$ cat src/rtl/imm_pkg.sv
// imm_pkg: opcode constants, immediate format codes and buffer states
// shared by the immediate-generation pipeline stage and its decoder.
package imm_pkg;

  localparam logic [6:0] OP_OPIMM  = 7'b0010011;
  localparam logic [6:0] OP_LOAD   = 7'b0000011;
  localparam logic [6:0] OP_JALR   = 7'b1100111;
  localparam logic [6:0] OP_SYSTEM = 7'b1110011;
  localparam logic [6:0] OP_STORE  = 7'b0100011;
  localparam logic [6:0] OP_BRANCH = 7'b1100011;
  localparam logic [6:0] OP_LUI    = 7'b0110111;
  localparam logic [6:0] OP_AUIPC  = 7'b0010111;
  localparam logic [6:0] OP_JAL    = 7'b1101111;
  localparam logic [6:0] OP_OP     = 7'b0110011;

  typedef enum logic [2:0] {
    FMT_NONE = 3'd0,
    FMT_I    = 3'd1,
    FMT_S    = 3'd2,
    FMT_B    = 3'd3,
    FMT_U    = 3'd4,
    FMT_J    = 3'd5
  } fmt_e;

  typedef enum logic [1:0] {
    ST_EMPTY = 2'd0,
    ST_ONE   = 2'd1,
    ST_FULL  = 2'd2
  } buf_st_e;

endpackage

$ cat src/rtl/imm_decode.sv
// imm_decode: combinational RV32 immediate decoder.
// Ports: instr (32) in; imm (XLEN), fmt (fmt_e), illegal out.
module imm_decode
  import imm_pkg::*;
#(
  parameter int XLEN     = 32,
  parameter int SIGN_EXT = 1
) (
  input  logic [31:0]     instr,
  output logic [XLEN-1:0] imm,
  output fmt_e            fmt,
  output logic            illegal
);

  logic [6:0]  w_op;
  logic [31:0] w_se;
  logic [31:0] w_ze;
  logic        w_is_i;
  logic        w_is_u;

  assign w_op   = instr[6:0];
  assign w_is_i = (w_op == OP_OPIMM) || (w_op == OP_LOAD) ||
                  (w_op == OP_JALR)  || (w_op == OP_SYSTEM);
  assign w_is_u = (w_op == OP_LUI) || (w_op == OP_AUIPC);

  // w_se/w_ze hold the 32-bit sign- and zero-extended forms.
  always_comb begin
    fmt  = FMT_NONE;
    w_se = '0;
    w_ze = '0;
    unique case (1'b1)
      w_is_i: begin
        fmt  = FMT_I;
        w_se = {{20{instr[31]}}, instr[31:20]};
        w_ze = {20'b0, instr[31:20]};
      end
      (w_op == OP_STORE): begin
        fmt  = FMT_S;
        w_se = {{20{instr[31]}}, instr[31:25], instr[11:7]};
        w_ze = {20'b0, instr[31:25], instr[11:7]};
      end
      (w_op == OP_BRANCH): begin
        fmt  = FMT_B;
        w_se = {{19{instr[31]}}, instr[31], instr[7],
                instr[30:25], instr[11:8], 1'b0};
        w_ze = {19'b0, instr[31], instr[7],
                instr[30:25], instr[11:8], 1'b0};
      end
      w_is_u: begin
        fmt  = FMT_U;
        w_se = {instr[31:12], 12'b0};
        w_ze = {instr[31:12], 12'b0};
      end
      (w_op == OP_JAL): begin
        fmt  = FMT_J;
        w_se = {{11{instr[31]}}, instr[31], instr[19:12],
                instr[20], instr[30:21], 1'b0};
        w_ze = {11'b0, instr[31], instr[19:12],
                instr[20], instr[30:21], 1'b0};
      end
      default: begin
        fmt  = FMT_NONE;
        w_se = '0;
        w_ze = '0;
      end
    endcase
  end

  // U-format always widens from bit 31 so RV64 LUI/AUIPC match the ISA.
  always_comb begin
    if (SIGN_EXT != 0 || fmt == FMT_U)
      imm = XLEN'($signed(w_se));
    else
      imm = XLEN'(w_ze);
  end

  assign illegal = (instr[1:0] != 2'b11) ||
                   (fmt == FMT_NONE && w_op != OP_OP);

endmodule

$ cat src/rtl/imm_gen_pipe.sv
// imm_gen_pipe: 1-cycle immediate-generation stage with a 2-entry skid buffer.
// Ports: clk, rst (async high), flush; in_valid/in_ready/in_instr upstream;
// out_valid/out_ready/out_instr/out_imm/out_fmt downstream;
// out_illegal only when IMM_GEN_ILLEGAL_EN is defined.
module imm_gen_pipe
  import imm_pkg::*;
#(
  parameter int XLEN     = 32,
  parameter int SIGN_EXT = 1
) (
  input  logic            clk,
  input  logic            rst,
  input  logic            flush,
  input  logic            in_valid,
  output logic            in_ready,
  input  logic [31:0]     in_instr,
  output logic            out_valid,
  input  logic            out_ready,
  output logic [31:0]     out_instr,
  output logic [XLEN-1:0] out_imm,
  output logic [2:0]      out_fmt
`ifdef IMM_GEN_ILLEGAL_EN
  ,
  output logic            out_illegal
`endif
);

  buf_st_e         r_state;
  buf_st_e         w_state_nxt;
  logic            r_in_ready;
  logic            w_in_hs;
  logic            w_out_hs;
  logic            w_ld_main_in;
  logic            w_ld_main_skid;
  logic            w_ld_skid;

  logic [XLEN-1:0] w_imm;
  fmt_e            w_fmt;
  logic            w_illegal;

  logic [31:0]     r_m_instr;
  logic [XLEN-1:0] r_m_imm;
  fmt_e            r_m_fmt;
  logic [31:0]     r_s_instr;
  logic [XLEN-1:0] r_s_imm;
  fmt_e            r_s_fmt;

  imm_decode #(
    .XLEN    (XLEN),
    .SIGN_EXT(SIGN_EXT)
  ) u_dec (
    .instr  (in_instr),
    .imm    (w_imm),
    .fmt    (w_fmt),
    .illegal(w_illegal)
  );

  assign w_in_hs  = in_valid && r_in_ready;
  assign w_out_hs = out_valid && out_ready;

  always_comb begin
    w_state_nxt    = r_state;
    w_ld_main_in   = 1'b0;
    w_ld_main_skid = 1'b0;
    w_ld_skid      = 1'b0;
    if (flush) begin
      w_state_nxt = ST_EMPTY;
    end else begin
      unique case (r_state)
        ST_EMPTY: begin
          if (w_in_hs) begin
            w_state_nxt  = ST_ONE;
            w_ld_main_in = 1'b1;
          end
        end
        ST_ONE: begin
          if (w_in_hs && w_out_hs) begin
            w_ld_main_in = 1'b1;
          end else if (w_in_hs) begin
            w_state_nxt = ST_FULL;
            w_ld_skid   = 1'b1;
          end else if (w_out_hs) begin
            w_state_nxt = ST_EMPTY;
          end
        end
        ST_FULL: begin
          if (w_out_hs) begin
            w_state_nxt    = ST_ONE;
            w_ld_main_skid = 1'b1;
          end
        end
        default: w_state_nxt = ST_EMPTY;
      endcase
    end
  end

  // in_ready is its own flop so out_ready never reaches it combinationally.
  always_ff @(posedge clk or posedge rst) begin
    if (rst) begin
      r_state    <= ST_EMPTY;
      r_in_ready <= 1'b1;
    end else begin
      r_state    <= w_state_nxt;
      r_in_ready <= (w_state_nxt != ST_FULL);
    end
  end

  always_ff @(posedge clk or posedge rst) begin
    if (rst) begin
      r_m_instr <= '0;
      r_m_imm   <= '0;
      r_m_fmt   <= FMT_NONE;
      r_s_instr <= '0;
      r_s_imm   <= '0;
      r_s_fmt   <= FMT_NONE;
    end else begin
      if (w_ld_main_in) begin
        r_m_instr <= in_instr;
        r_m_imm   <= w_imm;
        r_m_fmt   <= w_fmt;
      end else if (w_ld_main_skid) begin
        r_m_instr <= r_s_instr;
        r_m_imm   <= r_s_imm;
        r_m_fmt   <= r_s_fmt;
      end
      if (w_ld_skid) begin
        r_s_instr <= in_instr;
        r_s_imm   <= w_imm;
        r_s_fmt   <= w_fmt;
      end
    end
  end

`ifdef IMM_GEN_ILLEGAL_EN
  logic r_m_ill;
  logic r_s_ill;

  always_ff @(posedge clk or posedge rst) begin
    if (rst) begin
      r_m_ill <= 1'b0;
      r_s_ill <= 1'b0;
    end else begin
      if (w_ld_main_in)
        r_m_ill <= w_illegal;
      else if (w_ld_main_skid)
        r_m_ill <= r_s_ill;
      if (w_ld_skid)
        r_s_ill <= w_illegal;
    end
  end

  assign out_illegal = r_m_ill;
`else
  logic w_unused;
  assign w_unused = w_illegal;
`endif

  assign in_ready  = r_in_ready;
  assign out_valid = (r_state != ST_EMPTY);
  assign out_instr = r_m_instr;
  assign out_imm   = r_m_imm;
  assign out_fmt   = r_m_fmt;

endmodule

$ cat config.mk
export PLATFORM = sky130hd
export DESIGN_NAME = imm_gen_pipe
export DESIGN_NICKNAME = d
export VERILOG_FILES = /design/src/rtl/imm_pkg.sv /design/src/rtl/imm_decode.sv /design/src/rtl/imm_gen_pipe.sv
export SDC_FILE = /design/constraint.sdc
export NUM_CORES = 1
export LEC_CHECK = 0
export ABC_AREA = 1
export BUFFER_PORTS_ARGS = -buffer_cell sky130_fd_sc_hd__buf_2
export CORE_UTILIZATION = 29
export DETAILED_ROUTE_END_ITERATION = 6
export GPL_TIMING_DRIVEN = 0
export PLACE_DENSITY = 0.43
export SLEW_MARGIN = 20
export SYNTH_ARGS = -nofsm -noshare
export SYNTH_HDL_FRONTEND = slang
export SYNTH_SLANG_ARGS = --single-unit
$ cat constraint.sdc
create_clock -name clk -period 6.5 [get_ports clk]
set_input_delay 0.325 -clock clk [delete_from_list [all_inputs] [get_ports clk]]
set_output_delay 0.325 -clock clk [all_outputs]
set_load 0.005 [all_outputs]
==> flow_summary.ini, run 1 <==
[cells_and_area]
post-route-util = 0.3644
multiInputGateArea_um2 = 2584
area_growth_pct = 22.07
layout_common_cells = 403 x nand2_1, 136 x dfrtp_1, 119 x buf_2
nNetsFinal = 1014
final_common_cell = nand2_1
n_antenna_cell = 0
layout-drive-gt1-share = 0.1992
nFillCells = 2376
final_area_um2 = 8026
seqCellArea_um2 = 3430

[floorplanning]
die_area_um2 = 23280
start_util = 0.2985
io-pin-count = 106
num_rows = 54
die_h_um = 152.6
die-width_um = 152.6
core_area_um2 = 22030

[yosys]
ys_seq_elements = 137
syn_area_um2 = 6575
synth_top_family_by_area = simple AND/OR/NAND/NOR gates
synth_area_per_cell_um2 = 7.717
post_synth_and_or_nand_nor_area_fraction = 0.3528
synth_compound_area_frac = 0.04015
yosysSeqAreaShare = 0.5216
synth_fp_nets = 889
synthXorXnorAreaFrac = 0
synth_cell_types = 25
syn_inst = 852
synthMuxAreaShare = 0
yosysWarnings = 0
synth_fa_ha_area_frac = 0

[clocking]
numCtsBuffers = 17
root_buffer = clkbuf_16
h-tree-depth = 4
clockBufferDepth = 2
clk_pin_slew_ns = 0.06
cts.sinks = 137
insertion_delay_ns = 0.43
cts_tree = done
post_cts_buffers = 0

[worst_setup_path]
arrival_ns = 2.15
crit_chain = nand2_1 > nor2_1 > nand2_1 > nor2_1 > inv_2 > clkbuf_1 > nand2_1 > o21ai_0
worst_setup_path_start_kind = flip-flop
cpMaxStageDelayCell = dfstp_2
crit_buf_inv = 2
cpLargestDelayFamily = simple AND/OR/NAND/NOR gates
crit_path_end_kind = flip-flop
crit_path_max_fanout = 10
criticalPathCategory = flip-flop to flip-flop
critPathMostFrequentCell = nand2_1
slowest_delay_ns = 0.52
crit_required_ns = 6.78

[routing]
post-route-drc-count = 3
routedWlPerCell_um = 16.08
vias = 5648
wl_um = 20410
drt_first_iter_violations = 284
viasPerCell = 4.451
ant_nets = 0
drtPass1Iterations = 7

[global_routing]
grt.total_usage = 0.1839
grt_overflow = 0
grt_pass1_wl_um = 32490
grt_start_max_net_pins = 99
grt_pass1_vias = 5514
antenna_found_initial = 0

[sta]
timing.final.crit_share = 0.2873
maxSlewViolCount = 0
tightest_slew_ns = 0.7508
fmax_mhz = 535.4
fin_crit_ns = 1.868
rsz0062_at_grt = no
fin_setup_tns_ns = 0
finClkSkew_ns = 0.006747
finalHoldViolCount = 0
finalSetupViolCount = 0
maxSlewHeadroom = 0.4995

[power_and_ir_drop]
irDropWorstVdd_mv = 0.1679
power.density_nw_per_um2 = 291.3
leakage_nw = 4.525

[status]
violations = design-rule violations
outcome = finished, violations left

[place]
port-buffer-count = 104
place_congestion = 0.7798
post_dp_cell_area_um2 = 7481
dpl.hpwl_um = 13980

[hold_path]
hold_path_class = primary input to flip-flop

[job]
drv_cap = 0
power breakdown:
| group | leakage (nW) | internal (mW) | switching (mW) |
|---|---|---|---|
| sequential | 1.80 | 1.01 | 0.0772 |
| combinational | 2.47 | 0.140 | 0.207 |
| clock | 0.262 | 0.524 | 0.385 |
| total | 4.52 | 1.67 | 0.669 |
logic make-up after synthesis:
group / after synthesis
AND/OR/NAND/NOR: 539
flip-flops: 137
AO/OA/AOI/OAI: 52
buffers and inverters: 124
cell type report:
type	instances	share of cell area
repair buffers	106	0.06952
well taps	280	0.04365
clock buffers	24	0.06126
flip-flops and latches	137	0.4273
clock inverters	7	0.005456
inverters	81	0.03882
plain buffers	43	0.03211
multi-input cells	591	0.3219
state kept, by name, summed over array words and instances (netlist names):
| name | flops |
|---|---|
| in_ready | 1 |
| r_state | 2 |
| out_instr | 32 |
| out_imm | 32 |
| r_s_imm | 32 |
| r_s_fmt | 3 |
| r_s_instr | 32 |
| out_fmt | 3 |
path summary, 6_finish.rpt:
| kind | cells past startpoint | slack, ns | startpoint | end |
|---|---|---|---|---|
| setup / recovery | 8 | 4.63 | in_ready | r_s_instr[6] |
| hold / removal | 3 | 0.15 | in_instr[18] | r_s_instr[18] |
| setup reg to reg | 8 | 4.63 | in_ready | r_s_instr[6] |
| hold reg to reg | 2 | 0.47 | r_s_instr[8] | r_s_instr[8] |
| max in group asynchronous | 4 | 5.27 | rst | r_s_imm[1] |
| min in group asynchronous | 3 | 0.42 | rst | out_imm[28] |
worst min-delay path: stages:
cell and delay (ns):
buf_2 0.11, nand2_1 0.05, nand2_1 0.06
Yosys cell counts (all sizes together):
cell type  number  area [µm²]
nand4           2       12.51
nand3          80       415.4
a21oi           3       15.01
nand3b          6       45.04
dfstp           1       26.28
buf            30       207.7
o211ai          1       7.510
inv            81       304.0
o21ai          47       235.2
clkbuf         13       50.04
nand2         423        1703
a31oi           1       6.260
nor2           28       143.9
dfrtp         136        3403
through the flow:
step           std cells  hold slack [ns]  total power [mW]  worst slack [ns]
2_1_floorplan        852           0.4416             1.287             2.509
3_3_place_gp        1236           0.4546             1.446            0.4232
3_5_place_dp        1237           0.3373             1.451             4.635
4_1_cts             1269           0.1392             2.371             4.626
5_1_grt             1269           0.1541             2.472             4.394
6_report            1269           0.1520             2.338             4.632
repair_timing:
item | 4_1_cts | 5_1_grt
gates resized for setup | 0 | 0
hold endpoints to repair | 39 | 0
hold buffers | 1 | 0
metal layers:
layer | routed length [µm] | part of all wire | vias up | GRT usage
met2 | 9072 | 0.44 | 118 | 0.2862
met1 | 10260 | 0.50 | 2646 | 0.2606
li1 | - | - | 2870 | -
met4 | 167 | 0.0082 | 0 | 0.04473
met3 | 914 | 0.045 | 14 | 0.03754
met5 | 0 | 0 | - | 0
Note: power is estimated with default switching activity, not from simulation.
==> inputs of run 2 (changes only) <==
--- a/config.mk
+++ b/config.mk
@@ -10,7 +10,7 @@
 export CORE_UTILIZATION = 29
 export DETAILED_ROUTE_END_ITERATION = 6
 export GPL_TIMING_DRIVEN = 0
-export PLACE_DENSITY = 0.43
+export PLACE_DENSITY = 0.44
 export SLEW_MARGIN = 20
 export SYNTH_ARGS = -nofsm -noshare
 export SYNTH_HDL_FRONTEND = slang
==> constraint.sdc (replaced) <==
create_clock -name clk -period 1.7 [get_ports clk]
set_input_delay 0.085 -clock clk [delete_from_list [all_inputs] [get_ports clk]]
set_output_delay 0.085 -clock clk [all_outputs]
set_load 0.005 [all_outputs]
==> flow_summary.ini, run 2 (synthesis results as in run 1) <==
[job]
drv_cap = 0

[sta]
maxSlewHeadroom = 0.6753
fmax_mhz = 622.5
maxSlewViolCount = 0
finClkSkew_ns = 0.008857
timing.final.crit_share = 0.9450
rsz0062_at_grt = yes
fin_crit_ns = 1.606
finalHoldViolCount = 0
finalSetupViolCount = 0
tightest_slew_ns = 0.4871

[power_and_ir_drop]
leakage_nw = 4.817
irDropWorstVdd_mv = 0.6165
power.density_nw_per_um2 = 1140

[cells_and_area]
layout_common_cells = 400 x nand2_1, 135 x dfrtp_1, 105 x buf_2
final_common_cell = nand2_1
nNetsFinal = 1051
final_area_um2 = 8705
area_growth_pct = 32.39
post-route-util = 0.3952
layout-drive-gt1-share = 0.2278
n_antenna_cell = 0

[hold_path]
holdPathStages = 3
hold_path_class = primary input to flip-flop

[floorplanning]
die_h_um = 152.6
die_area_um2 = 23280
die-width_um = 152.6
start_util = 0.2985
num_rows = 54
core_area_um2 = 22030
io-pin-count = 106

[worst_setup_path]
crit_path_max_fanout = 10
criticalPathCategory = flip-flop to flip-flop
crit_path_end_kind = flip-flop
cpMaxStageDelayCell = dfstp_2
crit_buf_inv = 2
crit_chain = nand2_4 > nor2_4 > nand2_4 > nor2_4 > buf_4 > buf_4 > nand2_1 > nand3_1
slowest_delay_ns = 0.55
cp_num_cells = 8
r2r_cells = 8
worst_setup_path_start_kind = flip-flop
arrival_ns = 1.97
cpLargestDelayFamily = flip-flops
crit_required_ns = 2.06

[clocking]
clockBufferDepth = 2
numCtsBuffers = 17
cts.sinks = 137
insertion_delay_ns = 0.43
cts_tree = done
h-tree-depth = 4
clk_pin_slew_ns = 0.06
root_buffer = clkbuf_16

[routing]
vias = 5859
ant_nets = 0
post-route-drc-count = 5
viasPerCell = 4.483
drt_first_iter_violations = 298
drtPass1Iterations = 7
wl_um = 20890
routedWlPerCell_um = 15.98

[global_routing]
grt_start_max_net_pins = 31
grt_pass1_wl_um = 33640
grt.total_usage = 0.1895
grt_pass1_vias = 5845
antenna_found_initial = 0
grt_overflow = 0

[status]
violations = design-rule violations
outcome = finished, violations left

[place]
port-buffer-count = 104
place_congestion = 0.7730
dpl.hpwl_um = 14420
post_dp_cell_area_um2 = 7557
==> run 2: cell count changes in the layout (fill, tap and decap cells not counted), moves of 6 or more <==
cell,before,now
clkbuf_1,15,3
buf_4,12,20
bufinv_16,0,6
buf_2,119,105
dlygate4sd3_1,1,29
clkbuf_2,1,9
nor2_1,24,17
buf_6,2,12
==> run 2: worst reg2reg max path: cells and delay by family (launching register included) <==
family                 cells  cell delay [ns]
and+or+nand+nor            6             0.55
buffers and inverters      2             0.45
DFF                        1             0.55
==> run 2: cell type report <==
| cell class | count | area, µm² |
|---|---|---|
| buffer | 43 | 347.8 |
| clock buffer | 20 | 446.7 |
| timing repair buffer | 143 | 959.7 |
| sequential | 137 | 3431 |
| tap | 280 | 350.3 |
| fill | 2351 | 13320 |
| clock inverter | 12 | 220.2 |
| multi-input combinational | 591 | 2641 |
| inverter | 81 | 307.8 |
==> run 2: worst paths after layout <==
path,startpoint,endpoint,slack (ns)
worst min-delay path,in_instr[29],r_s_instr[29],0.04
worst max register to register,in_ready,out_instr[20],0.09
min in group asynchronous,rst,out_instr[28],0.21
worst min register to register,r_s_instr[11],r_s_instr[11],0.47
max in group asynchronous,rst,out_instr[15],0.80
worst max-delay path,in_ready,out_instr[20],0.09
==> run 2: layer usage <==
metal | routed length (µm) | global-route usage | vias up
li1 | - | - | 2950
met2 | 9344 | 0.2951 | 142
met3 | 901 | 0.03413 | 21
met1 | 10300 | 0.2648 | 2746
met4 | 336 | 0.06301 | 0
met5 | 0 | 0 | -
==> run 2: stage by stage <==
step | setup TNS, ns | total power [mW] | instances | worst slack, ns | hold slack [ns]
after floorplan | -12.42 | 4.920 | 852 | -0.09132 | 0.2016
after global placement | -180.79 | 5.535 | 1236 | -1.247 | 0.3391
after detailed placement | -13.49 | 5.574 | 1241 | -0.2307 | 0.1204
after CTS | 0 | 9.984 | 1302 | 0.01150 | 0.02890
after global routing | -0.04789 | 10.45 | 1307 | -0.01567 | 0.05841
final | 0 | 9.927 | 1307 | 0.09358 | 0.03955
==> run 2: power breakdown <==
group / internal [mW] / switching [mW] / leakage, nW
Clock: 2.79 / 1.52 / 0.324
Combinational: 0.639 / 0.831 / 2.70
Sequential: 3.84 / 0.305 / 1.80
Total: 7.27 / 2.65 / 4.82
==> run 2: repair_timing <==
item	4_1_cts	5_1_grt
hold endpoints to repair	102	0
pin swaps	2	1
resized for setup	30	37
endpoints found under the setup margin	129	129
setup buffers	0	5
hold buffers	29	0
==> inputs of run 3 (changes only) <==
--- a/config.mk
+++ b/config.mk
@@ -10,7 +10,6 @@
 export CORE_UTILIZATION = 29
 export DETAILED_ROUTE_END_ITERATION = 6
 export GPL_TIMING_DRIVEN = 0
-export PLACE_DENSITY = 0.44
 export SLEW_MARGIN = 20
 export SYNTH_ARGS = -nofsm -noshare
 export SYNTH_HDL_FRONTEND = slang
==> flow_summary.ini, run 3 (synthesis results as in run 1) <==
[status]
outcome = finished, violations left
violations = design-rule violations

[cells_and_area]
layout_common_cells = 400 x nand2_1, 136 x dfrtp_1, 108 x buf_2
nNetsFinal = 1050
final_common_cell = nand2_1
post-route-util = 0.3902
area_growth_pct = 30.71
nFillCells = 2296
instances_no_fill = 1306
final_area_um2 = 8594
n_antenna_cell = 0
layout-drive-gt1-share = 0.2281

[clocking]
numCtsBuffers = 17
clk_pin_slew_ns = 0.06
root_buffer = clkbuf_16
cts.sinks = 137
insertion_delay_ns = 0.43
h-tree-depth = 4
cts_tree = done
clockBufferDepth = 2

[routing]
routedWlPerCell_um = 15.22
post-route-drc-count = 4
wl_um = 19880
ant_nets = 0
drtPass1Iterations = 7
viasPerCell = 4.565
vias = 5962
drt_first_iter_violations = 383

[worst_setup_path]
crit_path_end_kind = flip-flop
crit_required_ns = 2.07
crit_chain = nand2_4 > nor2_4 > nand2_4 > nor2_4 > buf_4 > buf_4 > nand2_1 > nand3_1
crit_buf_inv = 2
slowest_delay_ns = 0.55
cpLargestDelayFamily = simple AND/OR/NAND/NOR gates
arrival_ns = 2.01
cp_num_cells = 8
crit_path_max_fanout = 10
criticalPathCategory = flip-flop to flip-flop
cpMaxStageDelayCell = dfstp_2
r2r_cells = 8
rrSetupSlack_ns = 0.06
worst_setup_path_start_kind = flip-flop

[sta]
tightest_slew_ns = 0.4714
finalSetupViolCount = 0
finalWorstSetupSlack_ns = 0.05700
fmax_mhz = 608.6
maxSlewViolCount = 0
timing.final.crit_share = 0.9665
finClkSkew_ns = 0.007660
fin_crit_ns = 1.643
whs_ns = 0.01747
rsz0062_at_grt = yes
maxSlewHeadroom = 0.6857
fin_setup_tns_ns = 0
finalHoldViolCount = 0

[place]
dp.cells = 1241
place_congestion = 0.8063
post_dp_cell_area_um2 = 7557
dpl.hpwl_um = 13870
dpl_worst_slack_ns = -0.1843
port-buffer-count = 104

[power_and_ir_drop]
switching_share = 0.2848
power.density_nw_per_um2 = 1081
seq_power_share = 0.447
p_clk_frac = 0.394
share_comb_of_total_power = 0.159
finalPower_mw = 9.288
intPower_mw = 6.643
switching_power_mw = 2.645
leakage_nw = 4.759
irDropWorstVdd_mv = 0.6281

[job]
drv_cap = 0

[global_routing]
grt_overflow = 0
grt_start_max_net_pins = 31
grt_pass1_wl_um = 31820
grt_pass1_vias = 5792
antenna_found_initial = 0
grt.total_usage = 0.1770

[floorplanning]
num_rows = 54
die_area_um2 = 23280
io-pin-count = 106
start_util = 0.2985
die-width_um = 152.6
die_h_um = 152.6
core_area_um2 = 22030

[hold_path]
holdPathStages = 3
hold_path_class = primary input to flip-flop
-- run 3: final timing paths --
path,to,from
worst max-delay path,out_instr[20],in_ready
worst min-delay path,r_s_instr[27],in_instr[27]
worst max register to register,out_instr[20],in_ready
worst min register to register,r_s_instr[8],r_s_instr[8]
max in group asynchronous,r_s_imm[17],rst
min in group asynchronous,out_imm[8],rst
-- run 3: power groups by stage --
| stage | Sequential [mW] | Clock, mW | Combinational (mW) |
|---|---|---|---|
| finish | 4.15 | 3.66 | 1.47 |
| global route | 4.22 | 3.87 | 1.68 |
| CTS | 4.15 | 3.72 | 1.47 |
| detailed placement | 4.19 | 0 | 1.39 |
| global placement | 4.19 | 0 | 1.32 |
| floorplan | 4.17 | 0 | 0.750 |
-- run 3: timing repair --
item | in CTS | in global routing
pin swaps | 1 | 4
buffers inserted | 0 | 3
hold endpoints to repair | 81 | 0
resized for setup | 23 | 38
gates cloned | 0 | 1
setup endpoints to repair | 119 | 133
hold buffers | 29 | 0
-- run 3: area by class of cell --
type | count | area (µm²) | area share
Buffer | 43 | 336.6 | 0.03916
Clock buffer | 18 | 429.2 | 0.04993
Clock inverter | 14 | 146.4 | 0.01703
Inverter | 81 | 307.8 | 0.03581
Multi-Input combinational cell | 591 | 2649 | 0.3082
Sequential cell | 137 | 3430 | 0.3990
Tap cell | 280 | 350.3 | 0.04076
Timing Repair Buffer | 142 | 945.9 | 0.1101
-- run 3: worst min-delay path, delay by kind of cell --
family,cells,cell delay (ns)
buffers and inverters,2,0.15
AO/OA/AOI/OAI,1,0.16
-- run 3: metal layers --
layer / vias to the layer above / part of all wire / global-route usage
li1: 2940 / - / -
met1: 2827 / 0.47 / 0.2421
met2: 183 / 0.46 / 0.2807
met3: 12 / 0.056 / 0.04096
met4: 0 / 0.0080 / 0.04666
met5: - / 0 / 0
